**src/rtl/dz_countdown_ctrl.sv**
```systemverilog
// -----------------------------------------------------------------------------
// dz_countdown_ctrl
//
// Sequencer for the 8x8 dot-matrix digit display.
//  * Countdown: after start, the digit code on num steps from START_NUM down
//    to 0. Each step takes TICK_DIV clock cycles. A one-cycle done pulse
//    marks the arrival at 0.
//  * Row scan: a free-running scanner selects one row at a time, active-low.
//    Each row stays selected for SCAN_DIV cycles. The scanner ignores
//    start, pause and clr.
//
// Optional build macro:
//   DZ_BLINK_EN - while in DONE, tick_cnt keeps running modulo TICK_DIV.
//                 The row output is blanked (8'hFF) during the second half of
//                 each period, so the final digit blinks. row_idx keeps
//                 scanning during blanking.
//                 Without the macro, DONE scans normally and tick_cnt holds 0.
//
// Parameters:
//   TICK_DIV  - clk cycles per digit step (>= 2)
//   SCAN_DIV  - clk cycles each row stays selected (>= 1)
//   START_NUM - first digit shown after start (0..7)
//
// Ports:
//   clk      in   system clock
//   rst      in   asynchronous, active-high reset
//   start    in   pulse; begins or restarts the countdown from IDLE/DONE
//   pause    in   level; freezes the countdown while high
//   clr      in   pulse; aborts and returns to IDLE (highest priority)
//   num      out  [2:0] digit code, registered
//   row_idx  out  [2:0] current scan row, registered
//   row      out  [7:0] active-low one-hot row select (or 8'hFF when blanked)
//   busy     out  high in RUN and PAUSE
//   done     out  one-cycle pulse when num reaches 0
// -----------------------------------------------------------------------------
module dz_countdown_ctrl #(
  parameter int unsigned TICK_DIV  = 1000,
  parameter int unsigned SCAN_DIV  = 4,
  parameter int unsigned START_NUM = 5
) (
  input  logic       clk,
  input  logic       rst,
  input  logic       start,
  input  logic       pause,
  input  logic       clr,
  output logic [2:0] num,
  output logic [2:0] row_idx,
  output logic [7:0] row,
  output logic       busy,
  output logic       done
);

  localparam int unsigned TW = $clog2(TICK_DIV);
  localparam int unsigned SW = (SCAN_DIV > 1) ? $clog2(SCAN_DIV) : 1;

  localparam logic [2:0]    START3    = 3'(START_NUM);
  localparam logic [TW-1:0] TICK_LAST = TW'(TICK_DIV - 1);
  localparam logic [SW-1:0] SCAN_LAST = SW'(SCAN_DIV - 1);

  typedef enum logic [1:0] {
    S_IDLE,
    S_RUN,
    S_PAUSE,
    S_DONE
  } state_e;

  state_e        state_q, state_d;
  logic [2:0]    num_q, num_d;
  logic [TW-1:0] tick_q, tick_d;
  logic          busy_q, busy_d;
  logic          done_q, done_d;
  logic [SW-1:0] scan_q, scan_d;
  logic [2:0]    row_idx_q, row_idx_d;
  logic [7:0]    row_q, row_d;
  logic          blank_d;

  logic tick_wrap;
  logic scan_wrap;

  assign tick_wrap = (tick_q == TICK_LAST);
  assign scan_wrap = (scan_q == SCAN_LAST);

  // Countdown next-state logic
  // NOTE: every signal gets a default at the top of the block. Without that,
  // any path that skips an assignment would infer a latch.
  always_comb begin
    state_d = state_q;
    num_d   = num_q;
    tick_d  = tick_q;
    busy_d  = busy_q;
    done_d  = 1'b0;

    if (clr) begin
      state_d = S_IDLE;
      num_d   = START3;
      tick_d  = '0;
      busy_d  = 1'b0;
    end else if (start && (state_q == S_IDLE || state_q == S_DONE)) begin
      tick_d = '0;
      if (START3 == 3'd0) begin
        // Nothing to count: go straight to DONE and announce it.
        state_d = S_DONE;
        num_d   = 3'd0;
        busy_d  = 1'b0;
        done_d  = 1'b1;
      end else begin
        state_d = S_RUN;
        num_d   = START3;
        busy_d  = 1'b1;
      end
    end else begin
      case (state_q)
        S_IDLE: begin
          num_d  = START3;
          tick_d = '0;
        end
        // RUN and PAUSE share one path. A cycle counts only while pause is
        // low, so the cycle that releases PAUSE already counts. The total
        // delay therefore equals exactly the number of cycles pause was high.
        S_RUN, S_PAUSE: begin
          if (pause) begin
            state_d = S_PAUSE;
          end else begin
            state_d = S_RUN;
            if (tick_wrap) begin
              tick_d = '0;
              if (num_q <= 3'd1) begin
                num_d   = 3'd0;
                state_d = S_DONE;
                busy_d  = 1'b0;
                done_d  = 1'b1;
              end else begin
                num_d = num_q - 3'd1;
              end
            end else begin
              tick_d = tick_q + TW'(1);
            end
          end
        end
        S_DONE: begin
          num_d = 3'd0;
`ifdef DZ_BLINK_EN
          tick_d = tick_wrap ? '0 : tick_q + TW'(1);
`else
          tick_d = '0;
`endif
        end
        default: begin
          state_d = S_IDLE;
          num_d   = START3;
          tick_d  = '0;
          busy_d  = 1'b0;
        end
      endcase
    end
  end

  // Row scanner next-state logic. It runs freely in every state.
  always_comb begin
    scan_d    = scan_wrap ? '0 : scan_q + SW'(1);
    row_idx_d = scan_wrap ? row_idx_q + 3'd1 : row_idx_q;
`ifdef DZ_BLINK_EN
    blank_d   = (state_d == S_DONE) && (tick_d >= TW'(TICK_DIV / 2));
`else
    blank_d   = 1'b0;
`endif
    // row is built from the next-cycle values, so it stays in step with
    // row_idx and with the blanking window.
    row_d     = blank_d ? 8'hFF : ~(8'b1 << row_idx_d);
  end

  // NOTE: sequential state uses non-blocking assignments only. All registers
  // then update together at the clock edge, whatever the statement order.
  always_ff @(posedge clk or posedge rst) begin
    if (rst) begin
      state_q   <= S_IDLE;
      num_q     <= START3;
      tick_q    <= '0;
      busy_q    <= 1'b0;
      done_q    <= 1'b0;
      scan_q    <= '0;
      row_idx_q <= 3'd0;
      row_q     <= 8'hFE;
    end else begin
      state_q   <= state_d;
      num_q     <= num_d;
      tick_q    <= tick_d;
      busy_q    <= busy_d;
      done_q    <= done_d;
      scan_q    <= scan_d;
      row_idx_q <= row_idx_d;
      row_q     <= row_d;
    end
  end

  assign num     = num_q;
  assign row_idx = row_idx_q;
  assign row     = row_q;
  assign busy    = busy_q;
  assign done    = done_q;

endmodule

```
**config.mk**
```make
export PLATFORM = sky130hd
export DESIGN_NAME = dz_countdown_ctrl
export DESIGN_NICKNAME = d
export VERILOG_FILES = /design/src/rtl/dz_countdown_ctrl.sv
export SDC_FILE = /design/constraint.sdc
export NUM_CORES = 1
export LEC_CHECK = 0
export BUFFER_PORTS_ARGS = -buffer_cell sky130_fd_sc_hd__buf_4
export CORE_ASPECT_RATIO = 0.6
export CORE_MARGIN = 3
export CORE_UTILIZATION = 37
export CTS_BUF_LIST = sky130_fd_sc_hd__clkbuf_4 sky130_fd_sc_hd__clkbuf_8
export CTS_CLUSTER_DIAMETER = 60
export CTS_CLUSTER_SIZE = 25
export DETAILED_ROUTE_END_ITERATION = 10
export GPL_ROUTABILITY_DRIVEN = 0
export MAX_ROUTING_LAYER = met4
export SETUP_SLACK_MARGIN = 0.05
export SYNTH_ARGS = -nofsm -noshare
export SYNTH_HDL_FRONTEND = slang
export SYNTH_SLANG_ARGS = --single-unit
```
**constraint.sdc**
```tcl
create_clock -name clk -period 1.8 [get_ports clk]
set_clock_uncertainty 0.1 [all_clocks]
set_input_delay 0.18 -clock clk [delete_from_list [all_inputs] [get_ports clk]]
set_output_delay 0.18 -clock clk [all_outputs]
set_load 0.1 [all_outputs]
```
Word-level counts from Yosys, hierarchy flattened:

Cells that the tools add are included.

* eq/ne operators: 8
* magnitude comparators: 1
* reduce and logical (&&, ||, !) cells: 10
* muxes and demuxes: 31
* shift operators: 1
* add/subtract/negate cells: 4
* bitwise operators: 1

Operator list (number)
* $mux 10: 4
* $pmux 10 s2: 1
* $mux 3: 6
* $mux 2: 7
* $mux 1: 12
* $add 10x1->10 const B: 1
* $eq 10x10->1 const B: 1
* $pmux 3 s3: 1
* $reduce_bool 3->1: 3
* $ne 4x4->1 const B: 2
* $not 8->8: 1
* $shl 1x3->8 const A: 1
* $eq 2x2->1 const B: 3
* $reduce_and 4->1: 1
* $reduce_or 2->1: 2
* $add 3x1->3 const B: 1
* $le 3x1->1 const B: 1
* $ne 3x1->1 const B: 1
* $sub 3x1->3 const B: 1
* $add 2x1->2 const B: 1
* $eq 2x1->1 const B: 1
* $logic_not 2->1: 1
* $reduce_and 2->1: 1
* $logic_and 1x1->1: 1
* $logic_or 1x1->1: 1

* output and inout port bits: 16
* logic and storage cells: 64
* register bits: 30

Depth between registers and ports, before layout:

* word-level depth: 7
* mapped depth: 7
* mapped depth without buffers: 6

Least setup slack after synthesis:

Ideal clock, no wire load.

* path kind: register to register
* start point: register num_q[1], in the netlist num[1]
* end point: register num_q[1], in the netlist num[1]
* period minus slack after synthesis: 2431 ps
* buffers on the path: 0
* arrival: 2253 ps
* cell stages (with the launch flop): 7
* required time: 1622 ps
* path slack: -631 ps
* path through: dfrtp_1 -> inv_1 -> ha_1 -> o21bai_1 -> nor2b_1 -> or4b_1 -> a21oi_1

* longest elaborated chain between the ends: 7
* elaborated cells on any way between the ends: 8

RTL lines
* start, declared: RTL line 68 `logic [2:0] num_q, num_d;`
* start signal, assigned: RTL line 186 `num_q <= num_d;`
* $sub 3x1->3 or $le 3x1->1 (tied branches): RTL line 133, 127
* $mux 3 (*): RTL line 127 `if (num_q <= 3'd1) begin`
* $mux 3 (*): RTL line 125 `if (tick_wrap) begin`
* $mux 3 (*): RTL line 121 `if (pause) begin`
* $pmux 3 s3 (*): RTL line 112 `case (state_q)`
* $mux 3 (*): RTL line 98 `end else if (start && (state_q == S_IDLE || state_q == S_DONE)) begin`
* $mux 3 (*): RTL line 93 `if (clr) begin`

Every way passes the cells marked *; elsewhere a longest branch is shown, timed or not. The select of a mux whose other input is x is not followed.
A chain may end at the register's enable or synchronous reset.

Final worst setup path:

* start point: register tick_q[3]
* end point: register num_q[1], in the netlist num[1]

* longest elaborated chain between the ends: 3

RTL lines
* start, declared: RTL line 69 `logic [TW-1:0] tick_q, tick_d;`
* start signal, assigned: RTL line 187 `tick_q <= tick_d;`
* $eq 10x10->1: RTL line 80 `assign tick_wrap = (tick_q == TICK_LAST);`
* $ne 4x4->1 (no source line)
* $reduce_and 2->1 (no source line)

Every way passes these cells.

==> results by group <==
Status
  • Run status: finished clean

Timing
  • Slew headroom: 73.2%
  • Transition at the pin with the smallest max-transition slack: 400 ps
  • Max Fclk: 564 MHz
  • Final period utilization: 98.5%
  • Setup repair after global routing missed its margin: true
  • Fin Hold WS: 72.0 ps
  • Final Hold Fails: 0
  • Shortest period the worst path allows: 1770 ps
  • Total Neg Setup Slack: 0 ps
  • Final slew viol count: 0
  • Setup violators final: 0

Critical path
  • Critical path fanouts, max: 4
  • End of the worst register-to-register path: num[1]
  • Number of buffers and inverters on the critical path: 0
  • Start-to-end type of the worst setup path: flip-flop to flip-flop
  • R2r setup slk: 30 ps
  • Arrival time of data at the critical path endpoint: 1880 ps
  • WP depth: 4
  • Crit path capture type: flip-flop
  • Slowest stage delay, CP: 460 ps
  • Depth of the most critical reg-to-reg path: 4
  • Worst setup path endpoint: num[1]
  • Launching element of the worst setup path: tick_q[3]
  • Setup crit start kind: flip-flop
  • Critical-path cell list: or3b_4 > nor4_4 > or4b_1 > a21oi_1
  • Max stage delay cell, worst path: sky130_fd_sc_hd__or4b_1
  • FF-to-FF Start: tick_q[3]
  • Family with the most delay on the worst path: simple AND/OR/NAND/NOR gates
  • Required time of the worst setup path: 1910 ps

Clock network
  • Number of buffers on the longest clock path: 2
  • Clock latency of the later-clocked register in the worst-skew pair: 280 ps
  • Clock buffers created by TritonCTS: 5
  • Root buf cell: sky130_fd_sc_hd__clkbuf_8
  • Htree depth: 2
  • # clock sinks: 30
  • CTS tree: yes
  • Clock transition at the register clock pins on the worst setup and hold paths after CTS: 70 ps

Pwr
  • Power per unit of standard cell area: 1150 nW/um^2
  • Fraction of power consumed by the clock network: 30.8%
  • Leakage power of the design: 0.867 nW
  • Worst vdd ir: 0.000805 V
  • Switching Power: 812 uW
  • Switching share of power: 34.8%
  • Register share of total power: 34.8%
  • Internal power of the cells: 1.52 mW
  • Part of the total power dissipated in combinational logic: 34.5%

Yosys
  • Cell count after synthesis: 139
  • Post-synth top area cell: sky130_fd_sc_hd__dfrtp_1
  • Syn nets: 151
  • Mean area per synthesized cell: 10.4 sq um
  • Biggest area contributors in the synthesized netlist: sky130_fd_sc_hd__dfrtp_1 36%, sky130_fd_sc_hd__dfstp_2 16%, sky130_fd_sc_hd__ha_1 6.1%, sky130_fd_sc_hd__xnor2_1 5.5%, sky130_fd_sc_hd__nor2_1 4.4%
  • Yosys Warn Count: 0
  • Cell area after synthesis: 1440 sq um
  • Register area share after synthesis: 52.9%
  • Unique masters post-synth: 35
  • Area share of the largest cell type after synthesis: 36.5%
  • Post-synthesis sequential element count: 30

Floorplan
  • Die boundary height: 54.3 um
  • Initial standard-cell utilization of the core: 41.3%
  • Horizontal extent of the die: 86.5 um
  • I/O Pins: 21
  • Site Rows: 16
  • Floorplan core area: 3480 sq um
  • Floorplan die area: 4700 sq um

GRT
  • Pin count of the biggest net entering global routing: 31
  • Total track usage: 15.6%
  • Wire length of the first global-routing pass: 5.33 mm
  • GRT Residual Overflow: 0
  • Initial antenna violation count: 0
  • Via count of the first global-routing pass: 1,118

Placement
  • DP HPWL: 2.38 mm
  • Count of buffers inserted at the top-level ports: 20
  • Instance count after placement with tap cells included: 218

Drt
  • DRT Pass-1 Iters: 4
  • Via density: 4.98
  • Total length of routed wires: 3.32 mm
  • Number of vias in the routed layout: 1,145
  • DRC viols: 0
  • Routed Antenna Nets: 0
  • DRC marker count from the first detailed-route iteration: 32
  • Routed len/inst: 14.4 um

Cells and area
  • Diodes inserted: 0
  • Layout fillers: 308
  • Share of cells above drive strength 1: 42.7%
  • Cell Count, Final, Fillers Out: 230
  • Layout overhead on the synthesized area: 40.9%
  • Multi-input gate area in the final layout: 722 sq um
  • Most frequent standard cell in the layout excluding fill and tap cells: sky130_fd_sc_hd__buf_4
  • Register area: 772 sq um
  • Nets: 196
  • Most used cells in the layout excluding fill and tap cells: 38 x sky130_fd_sc_hd__buf_4, 18 x sky130_fd_sc_hd__dfrtp_1, 17 x sky130_fd_sc_hd__nor2_1

Min path
  • Hold path startpoint: pause
  • Classification of the worst-slack hold path: input port to flip-flop

Flow run
  • Max cap viols: 0
## metal layers
| layer | global-route usage, % | routed length, um |
|---|---|---|
| met5 | - | 0 |
| met3 | 5.11 | 198 |
| met2 | 21.4 | 1410 |
| met1 | 21.7 | 1680 |
| met4 | 4.66 | 29 |
## worst min path at each step
stage	to	slack (ps)	depth (start not counted)
6_report	state_q[0]	70	2
3_5_place_dp	tick_q[6]	180	3
5_1_grt	state_q[0]	60	2
2_1_floorplan	state_q[0]	150	1
3_3_place_gp	tick_q[8]	180	3
4_1_cts	state_q[0]	3	2
## power groups by stage
stage	Combinational, mW	Sequential [mW]	Clock, mW
6_report	0.805	0.812	0.718
5_1_grt	0.871	0.817	0.764
4_1_cts	0.766	0.803	0.728
3_5_place_dp	0.748	0.815	0
3_3_place_gp	0.736	0.809	0
2_1_floorplan	0.312	1.01	0
## flip-flops by register name, indices dropped and copies added (netlist names)
signal and flops:
done 1, state_q 2, tick_q 10, busy 1, scan_q 2, row 8
row_idx 3, num 3
## per-stage QoR
step	instance area, sq um	total power, mW	utilization [%]	setup slack, ps
2_1_floorplan	1480	1.32	-	-173
3_3_place_gp	1820	1.54	52.2	5.85
3_5_place_dp	1820	1.56	52.2	-8.96
4_1_cts	1960	2.30	56.2	24.0
5_1_grt	2030	2.45	58.3	-50.3
6_report	2030	2.33	58.3	26.4
## worst register-to-register path: stages (launching register included)
cell and delay (ps):
sky130_fd_sc_hd__dfrtp_1 380, sky130_fd_sc_hd__or3b_4 420, sky130_fd_sc_hd__nor4_4 210, sky130_fd_sc_hd__or4b_1 470, sky130_fd_sc_hd__a21oi_1 130
## cell families (layout without fill, tap and decap cells)
group,after synthesis,in the layout,share of synthesized area (%)
simple gates,65,65,24.1
flops,30,30,52.9
compound gates,13,13,6.26
buf+inv,12,58,3.21
xor+xnor,10,10,6.08
fa+ha+maj,7,7,6.08
mux,2,2,1.39
## area by class of cell
| class | instances | share of cell area, % |
|---|---|---|
| inverter | 9 | 1.66 |
| timing repair buffer | 41 | 16.0 |
| clock buffer | 7 | 4.44 |
| clock inverter | 1 | 1.48 |
| tap | 45 | 2.77 |
| sequential | 30 | 38.0 |
| multi-input combinational | 97 | 35.6 |
## Yosys cell counts
library cell / instances
sky130_fd_sc_hd__clkbuf_1: 2
sky130_fd_sc_hd__nand2b_1: 3
sky130_fd_sc_hd__nor4_4: 1
sky130_fd_sc_hd__a211oi_1: 2
sky130_fd_sc_hd__o21ba_2: 1
sky130_fd_sc_hd__nor2b_1: 3
sky130_fd_sc_hd__o21bai_1: 1
sky130_fd_sc_hd__ha_1: 7
sky130_fd_sc_hd__or3_1: 1
sky130_fd_sc_hd__and3b_1: 1
sky130_fd_sc_hd__or2_2: 1
sky130_fd_sc_hd__nor3_1: 7
sky130_fd_sc_hd__or3b_4: 1
sky130_fd_sc_hd__nand4_1: 2
sky130_fd_sc_hd__nor3b_1: 2
sky130_fd_sc_hd__nor2_1: 17
sky130_fd_sc_hd__nand2_1: 16
sky130_fd_sc_hd__buf_2: 1
sky130_fd_sc_hd__inv_1: 9
sky130_fd_sc_hd__a21boi_0: 1
sky130_fd_sc_hd__dfstp_2: 9
sky130_fd_sc_hd__or3b_2: 1
sky130_fd_sc_hd__nor4_1: 2
sky130_fd_sc_hd__o21a_1: 1
sky130_fd_sc_hd__xor2_1: 1
sky130_fd_sc_hd__xnor2_1: 9
sky130_fd_sc_hd__o21ai_0: 1
sky130_fd_sc_hd__a21oi_1: 4
sky130_fd_sc_hd__or4b_1: 1
sky130_fd_sc_hd__o221ai_1: 1
sky130_fd_sc_hd__nor4b_1: 2
sky130_fd_sc_hd__o31a_1: 1
sky130_fd_sc_hd__nand3_1: 4
sky130_fd_sc_hd__dfrtp_1: 21
sky130_fd_sc_hd__mux2i_1: 2
## repair_timing
action / CTS / global route
endpoints found under the setup margin: 5 / 12
pin swaps: 2 / 3
endpoints found under the hold margin: 21 / 1
gates resized for setup: 2 / 12
hold buffers: 1 / 1
setup buffers: 1 / 1
Power figures use the tool's default switching activity.
